$ cat src/rtl/chess_timer.sv
// chess_timer: two-player countdown core of the chess clock.
//
// Each rising edge of the 10 Hz level input clk_10 is one tick of 0.1 s.
// A tick decrements the running player's remaining time. This block also
// runs the turn / pause / timeout state machine and gates the buzzer tone.
//
// Ports
//   clk_50m    in   system clock
//   rst_n      in   asynchronous active-low reset
//   clk_10     in   10 Hz square wave, already in the clk_50m domain
//   clk_763    in   buzzer tone, level input
//   btn_a      in   one-cycle pulse, player A ends move
//   btn_b      in   one-cycle pulse, player B ends move
//   btn_pause  in   one-cycle pulse, pause/resume toggle
//   clr        in   one-cycle pulse, return to IDLE with reload
//   a_left     out  player A remaining time, tenths of a second
//   b_left     out  player B remaining time, tenths of a second
//   active     out  01 = A running, 10 = B running, 00 = none
//   paused     out  high while paused
//   timeout_a  out  A flagged
//   timeout_b  out  B flagged
//   buzzer     out  clk_763 gated by the beep counter
module chess_timer #(
    parameter int INIT_SEC     = 300,
    parameter int BEEP_SWITCH  = 2,
    parameter int BEEP_TIMEOUT = 20
) (
    input  logic        clk_50m,
    input  logic        rst_n,
    input  logic        clk_10,
    input  logic        clk_763,
    input  logic        btn_a,
    input  logic        btn_b,
    input  logic        btn_pause,
    input  logic        clr,
    output logic [15:0] a_left,
    output logic [15:0] b_left,
    output logic [1:0]  active,
    output logic        paused,
    output logic        timeout_a,
    output logic        timeout_b,
    output logic        buzzer
);

    localparam logic [15:0] RELOAD  = 16'(INIT_SEC * 10);
    localparam logic [15:0] BEEP_SW = 16'(BEEP_SWITCH);
    localparam logic [15:0] BEEP_TO = 16'(BEEP_TIMEOUT);

    typedef enum logic [2:0] {
        S_IDLE,
        S_RUN_A,
        S_RUN_B,
        S_PAUSED,
        S_TIMEOUT
    } state_t;

    state_t      state_q;
    logic        resume_b_q;   // side to resume after PAUSED: 0 = A, 1 = B
    logic        clk10_q;
    logic [15:0] a_q;
    logic [15:0] b_q;
    logic [15:0] beep_q;
    logic [1:0]  active_q;
    logic        paused_q;
    logic        timeout_a_q;
    logic        timeout_b_q;
    logic        tick_d;

    // One tick per clk_10 rising edge. clk10_q resets to 1 so a clk_10
    // that is already high at reset release does not count as an edge.
    assign tick_d = clk_10 & ~clk10_q;

    always_ff @(posedge clk_50m or negedge rst_n) begin
        if (!rst_n) begin
            state_q     <= S_IDLE;
            resume_b_q  <= 1'b0;
            clk10_q     <= 1'b1;
            a_q         <= RELOAD;
            b_q         <= RELOAD;
            beep_q      <= 16'd0;
            active_q    <= 2'b00;
            paused_q    <= 1'b0;
            timeout_a_q <= 1'b0;
            timeout_b_q <= 1'b0;
        end else begin
            clk10_q <= clk_10;

            // Beep countdown runs in every state. Any load below comes
            // later in this block and therefore overwrites it.
            if (tick_d && beep_q != 16'd0) begin
                beep_q <= beep_q - 16'd1;
            end

            if (clr) begin
                state_q     <= S_IDLE;
                resume_b_q  <= 1'b0;
                a_q         <= RELOAD;
                b_q         <= RELOAD;
                beep_q      <= 16'd0;
                active_q    <= 2'b00;
                paused_q    <= 1'b0;
                timeout_a_q <= 1'b0;
                timeout_b_q <= 1'b0;
            end else begin
                case (state_q)
                    S_IDLE: begin
                        // The player who presses starts the opponent's clock.
                        if (btn_a && !btn_b) begin
                            state_q  <= S_RUN_B;
                            active_q <= 2'b10;
                        end else if (btn_b && !btn_a) begin
                            state_q  <= S_RUN_A;
                            active_q <= 2'b01;
                        end
                    end

                    S_RUN_A: begin
                        // Running out of time beats every button.
                        if (tick_d && a_q <= 16'd1) begin
                            a_q         <= 16'd0;
                            state_q     <= S_TIMEOUT;
                            timeout_a_q <= 1'b1;
                            active_q    <= 2'b00;
                            beep_q      <= BEEP_TO;
                        end else begin
                            if (tick_d) begin
                                a_q <= a_q - 16'd1;
                            end
                            if (btn_pause) begin
                                state_q    <= S_PAUSED;
                                resume_b_q <= 1'b0;
                                paused_q   <= 1'b1;
                                active_q   <= 2'b00;
                            end else if (btn_a) begin
                                state_q  <= S_RUN_B;
                                active_q <= 2'b10;
                                beep_q   <= BEEP_SW;
                            end
                        end
                    end

                    S_RUN_B: begin
                        if (tick_d && b_q <= 16'd1) begin
                            b_q         <= 16'd0;
                            state_q     <= S_TIMEOUT;
                            timeout_b_q <= 1'b1;
                            active_q    <= 2'b00;
                            beep_q      <= BEEP_TO;
                        end else begin
                            if (tick_d) begin
                                b_q <= b_q - 16'd1;
                            end
                            if (btn_pause) begin
                                state_q    <= S_PAUSED;
                                resume_b_q <= 1'b1;
                                paused_q   <= 1'b1;
                                active_q   <= 2'b00;
                            end else if (btn_b) begin
                                state_q  <= S_RUN_A;
                                active_q <= 2'b01;
                                beep_q   <= BEEP_SW;
                            end
                        end
                    end

                    S_PAUSED: begin
                        if (btn_pause) begin
                            paused_q <= 1'b0;
                            if (resume_b_q) begin
                                state_q  <= S_RUN_B;
                                active_q <= 2'b10;
                            end else begin
                                state_q  <= S_RUN_A;
                                active_q <= 2'b01;
                            end
                        end
                    end

                    S_TIMEOUT: begin
                        // Frozen until clr or reset.
                    end

                    default: begin
                        state_q  <= S_IDLE;
                        active_q <= 2'b00;
                        paused_q <= 1'b0;
                    end
                endcase
            end
        end
    end

    assign a_left    = a_q;
    assign b_left    = b_q;
    assign active    = active_q;
    assign paused    = paused_q;
    assign timeout_a = timeout_a_q;
    assign timeout_b = timeout_b_q;
    assign buzzer    = clk_763 & (beep_q != 16'd0);

endmodule

$ cat config.mk
export PLATFORM = sky130hd
export DESIGN_NAME = chess_timer
export DESIGN_NICKNAME = d
export VERILOG_FILES = /design/src/rtl/chess_timer.sv
export SDC_FILE = /design/constraint.sdc
export NUM_CORES = 1
export LEC_CHECK = 0
export CAP_MARGIN = 10
export CORE_MARGIN = 3
export CORE_UTILIZATION = 45
export DETAILED_ROUTE_END_ITERATION = 12
export GPL_TIMING_DRIVEN = 0
export PLACE_DENSITY = 0.78
export SETUP_SLACK_MARGIN = 0.02
export SYNTH_ARGS = -nofsm -noshare
export SYNTH_HDL_FRONTEND = slang
export SYNTH_SLANG_ARGS = --single-unit
$ cat constraint.sdc
create_clock -name clk_50m -period 3.65 [get_ports clk_50m]
set_clock_uncertainty 0.1 [all_clocks]
set_input_delay 0.5475 -clock clk_50m [delete_from_list [all_inputs] [get_ports clk_50m]]
set_output_delay 0.5475 -clock clk_50m [all_outputs]
set_load 0.02 [all_outputs]
# Word-level counts from Yosys, hierarchy flattened
# Cells that the tools add are included.
word_totals:
  regBits: 58
  input_bits: 8
  output_inout_bits: 38
  wordCells: 114
classes:
  n_addsub: 3
  n_lt_le_gt_ge: 2
  eq_ne: 14
  mux: 58
  bitwise_logic: 3
  n_reduce_logical: 24
op_table:
  columns: ["op", "n"]
  rows:
  - ["16-bit two-way mux", 16]
  - ["16-bit by 1-bit subtractor with 16-bit output (second input constant)", 3]
  - ["16-bit by 1-bit <= comparator with 1-bit output (second input constant)", 2]
  - ["16-bit case mux with 2 select lines", 1]
  - ["3-bit two-way mux", 10]
  - ["2-bit two-way mux", 12]
  - ["16-bit nonzero test", 1]
  - ["1-bit two-way mux", 15]
  - ["3-bit inequality test (second input constant)", 5]
  - ["3-bit case mux with 5 select lines", 1]
  - ["5-bit inequality test (second input constant)", 2]
  - ["2-bit case mux with 5 select lines", 1]
  - ["5-bit AND reduction", 2]
  - ["3-bit nonzero test", 3]
  - ["2-bit AND reduction", 4]
  - ["2-bit nonzero test", 4]
  - ["3-bit by 2-bit == test with 1-bit output (second input constant)", 2]
  - ["1-bit logical AND", 5]
  - ["4-bit inequality test (second input constant)", 1]
  - ["1-bit case mux with 4 select lines", 1]
  - ["4-bit AND reduction", 1]
  - ["3-bit by 1-bit == test with 1-bit output (second input constant)", 1]
  - ["3-bit == test (second input constant)", 1]
  - ["3-bit zero test", 1]
  - ["other kinds (7)", 9]

# Longest topological paths before layout
# Gate-level depths: netlist (run 1).
depth:
  word_depth: 9
  depth_mapped: 10

# Least setup slack after synthesis (run 1)
# No wires, ideal clock.
synth_timing:
  path_type: "reg-to-reg"
  start: "register a_q[12] (netlist: a_left[12])"
  end: "register active_q[0] (netlist: active[0])"
  setup_time_ns: 0.125
  arrival_time_ns: 2.440
  required_time_ns: 3.425
  slack_ns: 0.985
  path_stages_with_launch: 7
  n_path_buf: 0
  period_less_slack_ns: 2.665
  cell_sequence: "dfrtp_1 or4_4 or3_4 nor3_4 o32ai_1 a211oi_2 mux2_2"
synth_via:
  elab_chain_len: 5
  elab_cells_between_ends: 7
  classes_between: "1 x order compare; 1 x eq/ne; 3 x mux; 2 x reduce/logical"
synth_rtl:
  columns: ["item", "line", "rtl"]
  rows:
  - ["start, declared", "60", "logic [15:0] a_q;"]
  - ["start signal, assigned", "127", "a_q <= a_q - 16'd1;"]
  - ["16-bit by 1-bit <= comparator with 1-bit output (*)", "119", "if (tick_d && a_q <= 16'd1) begin"]
  - ["1-bit logical AND (*)", "119", null]
  - ["2-bit two-way mux", "119", null]
  - ["2-bit case mux with 5 select lines", "105", "case (state_q)"]
  - ["2-bit two-way mux", "94", "if (clr) begin"]
  - ["end signal, assigned", "100", "active_q <= 2'b00;"]
  - ["end signal, assigned", "110", "active_q <= 2'b10;"]
  - ["end signal, assigned", "123", "active_q <= 2'b00;"]
  - ["end, declared", "63", "logic [1:0] active_q;"]
# Every way passes the cells marked *; elsewhere a longest branch is shown, timed or not.
# A chain may end at the register's enable or synchronous reset.

# Final worst setup path (run 1)
layout_timing:
  start: "register beep_q[6]"
  end: "output buzzer"
layout_via:
  elab_chain_len: 2
layout_rtl:
  columns: ["item", "line", "rtl"]
  rows:
  - ["start, declared", "62", "logic [15:0] beep_q;"]
  - ["start signal, assigned", "91", "beep_q <= beep_q - 16'd1;"]
  - ["16-bit nonzero test", "199", "assign buzzer = clk_763 & (beep_q != 16'd0);"]
  - ["1-bit bitwise AND", "199", null]
  - ["end, declared", "42", "output logic buzzer"]
# Every way passes these cells.

==> results of run 1 <==
-- synthesized netlist by cell type (5+ instances only) --
| cell | count |
|---|---|
| sky130_fd_sc_hd__nand2_1 | 24 |
| sky130_fd_sc_hd__o21ai_0 | 22 |
| sky130_fd_sc_hd__a221o_1 | 6 |
| sky130_fd_sc_hd__nor2b_1 | 5 |
| sky130_fd_sc_hd__nor2_1 | 59 |
| sky130_fd_sc_hd__a21oi_1 | 26 |
| sky130_fd_sc_hd__a22oi_1 | 5 |
| sky130_fd_sc_hd__xor2_1 | 10 |
| sky130_fd_sc_hd__or4_1 | 5 |
| sky130_fd_sc_hd__xnor2_1 | 12 |
| sky130_fd_sc_hd__nand2b_1 | 10 |
| sky130_fd_sc_hd__nor3_1 | 24 |
| sky130_fd_sc_hd__or2_2 | 5 |
| sky130_fd_sc_hd__dfstp_2 | 15 |
| sky130_fd_sc_hd__nor4_1 | 13 |
| sky130_fd_sc_hd__dfrtp_1 | 43 |
| sky130_fd_sc_hd__inv_1 | 8 |
| sky130_fd_sc_hd__a31oi_1 | 8 |
| sky130_fd_sc_hd__clkbuf_1 | 12 |
| sky130_fd_sc_hd__ha_1 | 6 |
-- flip-flops by register name (all words and copies together), names as in the netlist --
signal      cells
a_left         16
beep_q         16
resume_b_q      1
paused          1
state_q         3
active          2
b_left         16
timeout_b       1
clk10_q         1
timeout_a       1
-- cells by family (layout without fill, tap and decap cells) --
| family | count (synthesis) | after routing | share of synthesized area [%] |
|---|---|---|---|
| flops | 58 | 58 | 44.06 |
| mux | 5 | 5 | 1.650 |
| simple gates | 176 | 176 | 27.30 |
| compound gates | 85 | 85 | 15.94 |
| fa+ha+maj | 6 | 6 | 2.250 |
| xor+xnor | 22 | 22 | 5.774 |
| buf+inv | 25 | 86 | 3.037 |
-- power by group --
group	switching (uW)	total [uW]	internal (uW)
logic	596	1050	451
registers	97.6	852	754
clock network	264	578	314
-- routing by layer --
metal | global-route usage (%) | vias to the layer above | wire length [um]
li1 | - | 1476 | -
met1 | 28.01 | 1535 | 3690
met2 | 33.09 | 105 | 3979
met3 | 5.004 | 10 | 497
met4 | 7.054 | 0 | 116
met5 | 0 | - | 0
-- final cells by class --
type	instances	area (um^2)
Sequential cell	58	1470
Tap cell	96	120.1
Clock buffer	11	131.4
Fill cell	623	2875
Multi-Input combinational cell	294	1772
Inverter	8	30.03
Buffer	17	71.32
Timing Repair Buffer	45	455.4
Clock inverter	5	56.30
-- what timing repair did --
action                     CTS  global route
gates resized for setup      0             1
setup endpoints to repair    0             1
hold buffers                 0             0
-- per-stage QoR --
step | hold slack (ns) | total power [uW]
6_report | 0.08834 | 2477
5_1_grt | 0.1205 | 2661
2_1_floorplan | 0.1519 | 1606
3_5_place_dp | 0.3759 | 1882
3_3_place_gp | 0.3807 | 1847
4_1_cts | 0.08757 | 2475
-- path summary, 6_finish.rpt --
kind                       cells past startpoint          to  slack (ns)
max                                            5      buzzer        0.29
min                                            1   beep_q[9]        0.09
max reg2reg                                    6  beep_q[11]        0.72
min reg2reg                                    2   b_left[5]        0.39
max in group asynchronous                      2   a_left[5]        2.73
min in group clk_50m                           2   b_left[5]        0.39
==> results.txt, run 1 <==
The flow ran to the end, and the final reports show no timing, DRC or antenna violations. The wire length reported by the detailed router came out at 8284 um. The die is 92.11 um wide. The HPWL after detailed placement came out at 5854 um. The number of failing hold endpoints at the final stage came out at 0. The signal on the critical path passes through or4_1, nor4_2, nand2_1, and2_1, clkdlybuf4s50_1. The highest-delay cell along the critical path is sky130_fd_sc_hd__or4_1.

The max-slew violation total from the final report came out at 0. The post-placement cell area came out at 0.003913 mm^2. From synthesis to final layout, the design area changed by 23.06%. The cell area that synthesis handed to floorplanning was 0.003337 mm^2. The relative max-transition margin is 23.84%. The number of placed instances, taps included, is 518.

The total negative setup slack is 0 ns. The area of all placed cells without fillers is 0.004106 mm^2. The cell class contributing the biggest share of worst-path delay is simple AND/OR/NAND/NOR gates. The tightest min-delay check is of the in -> async type. The worst setup timing slack at the placement stage is 0.3734 ns. The first routing iteration left 216 violations. The maximum fanout count along the critical path is 5. The number of cells produced by synthesis is 377. The number of vias per cell after detailed routing came out at 5.854. The via count of the first global-routing pass is 3038. Once the clock tree was built, the setup fixing pass inserted 0 buffers. The maximum level of the CTS H-tree is 3. The number of buffers and inverters on the critical path is 1. The sum of overflow across all layers after global routing is 0. The routability congestion estimate is 0.8738. After synthesis the netlist holds a flip-flop and latch count of 58. The average instance area after synthesis is 8.851 um^2.

The count of standard-cell rows is 30. The highest achievable clock rate came out at 297.7 MHz. The critical path startpoint is beep_q[6].

The DRC violation count after routing came out at 0. STA classifies the critical path endpoint as a primary output. The first global-routing pass estimated 14300 um of wire. The number of setup violations in the final report came out at 0.

For this run, the detailed router's first-pass iteration total came to 5. The routed length per instance is 15.51 um. The initial antenna violation count came out at 0. The count of nets after finishing is 447. The register area share after synthesis came out at 44.06%. The minimum clock period after layout is 3.360 ns.

STA classifies the critical path startpoint as a flop. The startpoint of the worst-slack reg-to-reg timing path is b_left[2]. The number of antenna diodes in the final layout is 0. The largest voltage drop on the vdd net is 0.2434 mV. The area of the die came out at 0.008484 mm^2. The most common library cell in the layout ignoring fill and taps is sky130_fd_sc_hd__nor2_1. The number of routed nets with antenna violations is 0. The clock transition time at the flip-flop clock pins of the worst setup and hold paths came out at 0.06 ns. In the post-route analysis, the smallest setup slack over all paths is 0.2904 ns. Sorting the synthesized cells by area gives the leading types as sky130_fd_sc_hd__dfrtp_1, sky130_fd_sc_hd__dfstp_2, sky130_fd_sc_hd__nor2_1, sky130_fd_sc_hd__a21oi_1, sky130_fd_sc_hd__nor3_1. The number of nets handed over by synthesis was 391. The number of max-cap violations came out at 0. Once the floorplan was initialized, standard cells occupied 47.80% of the core. The number of top-level pins came out at 46. The count of flip-flops with a built-in enable after synthesis came out at 0.

The worst path required time came out at 3.00 ns. The count of different cell masters after synthesis is 52. The total core area is 0.006982 mm^2. The largest net degree at the start of global routing is 37. The top cell types in the final layout, fill and taps aside, are sky130_fd_sc_hd__nor2_1, sky130_fd_sc_hd__dfrtp_1, sky130_fd_sc_hd__clkdlybuf4s50_1. The tree is rooted in a sky130_fd_sc_hd__clkbuf_8. The critical path class is reg -> out. The leakage power figure is 0.001615 uW. The final standard cell utilization of the core is 58.82%. For the pin with the worst max-slew slack, the measured transition is 1.132 ns. The number of buffers inserted by port buffering came out at 44. The power density over the cells came out at 603.1 mW/mm^2. The y dimension of the die is 92.11 um.

The delay contributed by the slowest stage of the critical path came out at 0.60 ns. The via total after detailed routing is 3126. The number of buffers created by CTS came out at 9. sky130_fd_sc_hd__dfrtp_1 takes more of the synthesized area than any other cell. The share of the synthesized area in the top cell type is 32.25%. The share of final-layout standard cells stronger than drive strength 1 came out at 11.64%. Among all flip-flop cells after synthesis, the most frequent one is sky130_fd_sc_hd__dfrtp_1. For this run, asynchronously set or reset flops after synthesis account for 100.0%. The yosys synthesis warning count came out at 0. TritonCTS built the clock tree. The count of cells in the finished layout, fillers not included, comes to 534.

Dividing the final minimum period by the clock period gives 92.05%. The clock net in this run drives a total of 58 sinks. The worst path arrival time is 2.71 ns.

Setup repair after global routing left no endpoint under its margin. The longest clock path from root to sink contains 2 buffers. The global-route usage over all layers came out at 20.87%. The latest clock arrival within the worst-skew pair came out at 0.35 ns.
Power figures use the tool's default switching activity.
==> run 2: changes to the inputs <==
--- a/config.mk
+++ b/config.mk
@@ -10,6 +10,7 @@
 export CORE_UTILIZATION = 45
 export DETAILED_ROUTE_END_ITERATION = 12
 export GPL_TIMING_DRIVEN = 0
+export HOLD_SLACK_MARGIN = 0.1
 export PLACE_DENSITY = 0.78
 export SETUP_SLACK_MARGIN = 0.02
 export SYNTH_ARGS = -nofsm -noshare
==> run 2 against run 1 <==
Effect of this change:
- critical path depth did not move
- combinational power barely moved
- first-iteration DRC count fell by 19%
- cell area rose by 0.24%
- final cell count rose by 0.19%
- global-route usage did not move
- fmax barely moved
- sequential power barely moved
- critical endpoint unchanged
- largest cell class unchanged
- highest routed layer unchanged
==> results.txt, run 2 (synthesis results as in run 1) <==
The run finished with clean final reports. The DRC violation count after routing came out at 0 (unchanged). The y dimension of the die came out at 92.11 um (unchanged). The slew at the pin closest to its max-slew limit is 1.130 ns (-0.002315 ns). The largest voltage drop on the vdd net came to 0.2444 mV (+0.41%). In this run the worst hold path is classified as reg -> reg. The count of nets after finishing came to 448 (+0.22%).

In the layout the commonest cells are sky130_fd_sc_hd__nor2_1, sky130_fd_sc_hd__dfrtp_1, sky130_fd_sc_hd__clkdlybuf4s50_1. The leakage power figure is 0.001620 uW (+0.26%). The diode insertion count for antenna repair is 0 (unchanged). TritonCTS built the clock tree.

The width of the chip was 92.11 um (unchanged). The post-route total power came out at 2481 uW (+0.16%). The count of standard-cell rows was 30 (unchanged). The global-route usage over all layers came out at 20.87% (unchanged).

The worst path required time came out at 3.00 ns (about the same). The routed length per instance is 15.54 um (+0.20%). The first-pass iteration count of the detailed router was 5 (unchanged). The initial antenna violation count came out at 0 (unchanged).

The number of buffers inserted by port buffering came to 44 (unchanged). The clock transition time at the flip-flop clock pins of the worst setup and hold paths came out at 0.07 ns (about the same). The maximum buffer depth of the clock tree is 2 (unchanged). The initial core utilization came out at 47.80% (unchanged).

The number of top-level pins came out at 46 (unchanged). The worst path arrival time is 2.71 ns (about the same). The number of cells in the design after placement came out at 518 (unchanged).

The maximum fanout count along the critical path is 5 (unchanged). The worst setup path is launched from a flop. The number of DRC markers after the initial detailed-route iteration is 174 (-19%). The clock sink total came out at 58 (unchanged). The via count of the first global-routing pass came out at 3038 (unchanged). The number of max-cap violations is 0 (unchanged). The routability congestion estimate is 0.8738 (unchanged). The share of final-layout standard cells stronger than drive strength 1 is 11.62% (-0.027 points). The minimum clock period after layout is 3.361 ns (+0.0009620 ns). The maximum level of the CTS H-tree came out at 3 (unchanged). The number of failing hold endpoints at the final stage came out at 0 (unchanged). The number of routed nets with antenna violations came out at 0 (unchanged). The number of buffers created by CTS is 9 (unchanged).

The largest net degree at the start of global routing is 37 (unchanged). The library cell used most frequently in the layout, excluding fill and tap cells, is sky130_fd_sc_hd__nor2_1. The wire length of the first global-routing pass is 14300 um (unchanged). The power density over the cells came out at 602.6 mW/mm^2 (about the same). The sum of overflow across all layers after global routing came to 0 (unchanged). The max-slew violation total from the final report is 0 (unchanged). The share of the clock period used by the worst path came out at 92.07% (about the same). Setup repair after global routing left no endpoint under its margin.

The HPWL after detailed placement is 5854 um (unchanged). The relative max-transition margin was 24.00% (+0.16 points). The final cell count without fillers came out at 535 (+0.19%). The latest clock arrival within the worst-skew pair came to 0.34 ns (about the same). The kind of end point of the critical path is a primary output. By startpoint and endpoint, the worst setup path is classified as reg -> out.

The number of setup violations in the final report came to 0 (unchanged). The wire length reported by the detailed router was 8316 um (+0.39%). The layout overhead on the synthesized area came out at 23.36%. The total core area came out at 0.006982 mm^2 (unchanged). The highest achievable clock rate came out at 297.6 MHz (about the same).

Clock tree synthesis selected as its root buffer the cell sky130_fd_sc_hd__clkbuf_8. The number of vias per cell after detailed routing came out at 5.871 (+0.29%). The via total after detailed routing came out at 3141 (+0.48%).

The total negative setup slack is 0 ns (unchanged). The area of the die is 0.008484 mm^2 (unchanged).
-- run 2: area by class of cell --
cell class / count / area (um^2)
Fill cell: 620 / 2865
Clock buffer: 11 / 131.4
Inverter: 8 / 30.03
Timing Repair Buffer: 46 / 465.4
Sequential cell: 58 / 1470
Clock inverter: 5 / 56.30
Buffer: 17 / 71.32
Multi-Input combinational cell: 294 / 1772
Tap cell: 96 / 120.1
-- run 2: critical path, cell delays in order (launching register included) --
cell and delay, ns:
sky130_fd_sc_hd__dfrtp_1 0.40, sky130_fd_sc_hd__or4_1 0.60, sky130_fd_sc_hd__nor4_2 0.46, sky130_fd_sc_hd__nand2_1 0.19
sky130_fd_sc_hd__and2_1 0.20, sky130_fd_sc_hd__clkdlybuf4s50_1 0.53
-- run 2: power breakdown --
group	switching [uW]	total (uW)	internal, uW
logic	597	1050	452
clock network	264	578	314
registers	98.9	853	755
total	960	2480	1520
-- run 2: routing by layer --
metal,track usage [%],share of wire (%),routed length [um]
met1,28.01,44,3686
met2,33.09,48,3954
met3,5.004,6.5,538
met4,7.054,1.6,137
met5,0,0,0
-- run 2: worst paths after layout --
check                      slack [ns]          to      start  cells past startpoint
max reg2reg                      0.72  beep_q[11]  b_left[2]                      6
max in group asynchronous        2.19  b_left[11]      rst_n                      3
min in group asynchronous        0.62   beep_q[9]      rst_n                      2
min reg2reg                      0.39   b_left[5]  b_left[5]                      2
max                              0.29      buzzer  beep_q[6]                      5
min                              0.39   b_left[5]  b_left[5]                      2
-- run 2: stage by stage --
stage / hold WS, ns / utilization [%] / setup slack, ns / area [um^2]
after global placement: 0.3807 / 55.82 / 0.1465 / 3897
after floorplan: 0.1519 / - / 0.9851 / 3337
after CTS: 0.3958 / 58.87 / 0.04517 / 4110
after detailed placement: 0.3759 / 56.04 / 0.3734 / 3913
final: 0.3922 / 58.96 / 0.2894 / 4116
after global routing: 0.4229 / 58.96 / 0.1003 / 4116
-- run 2: repair_timing --
item,4_1_cts,5_1_grt
buffers inserted,0,0
hold buffers,1,0
hold endpoints to repair,19,0
resized for setup,0,1
endpoints found under the setup margin,0,1
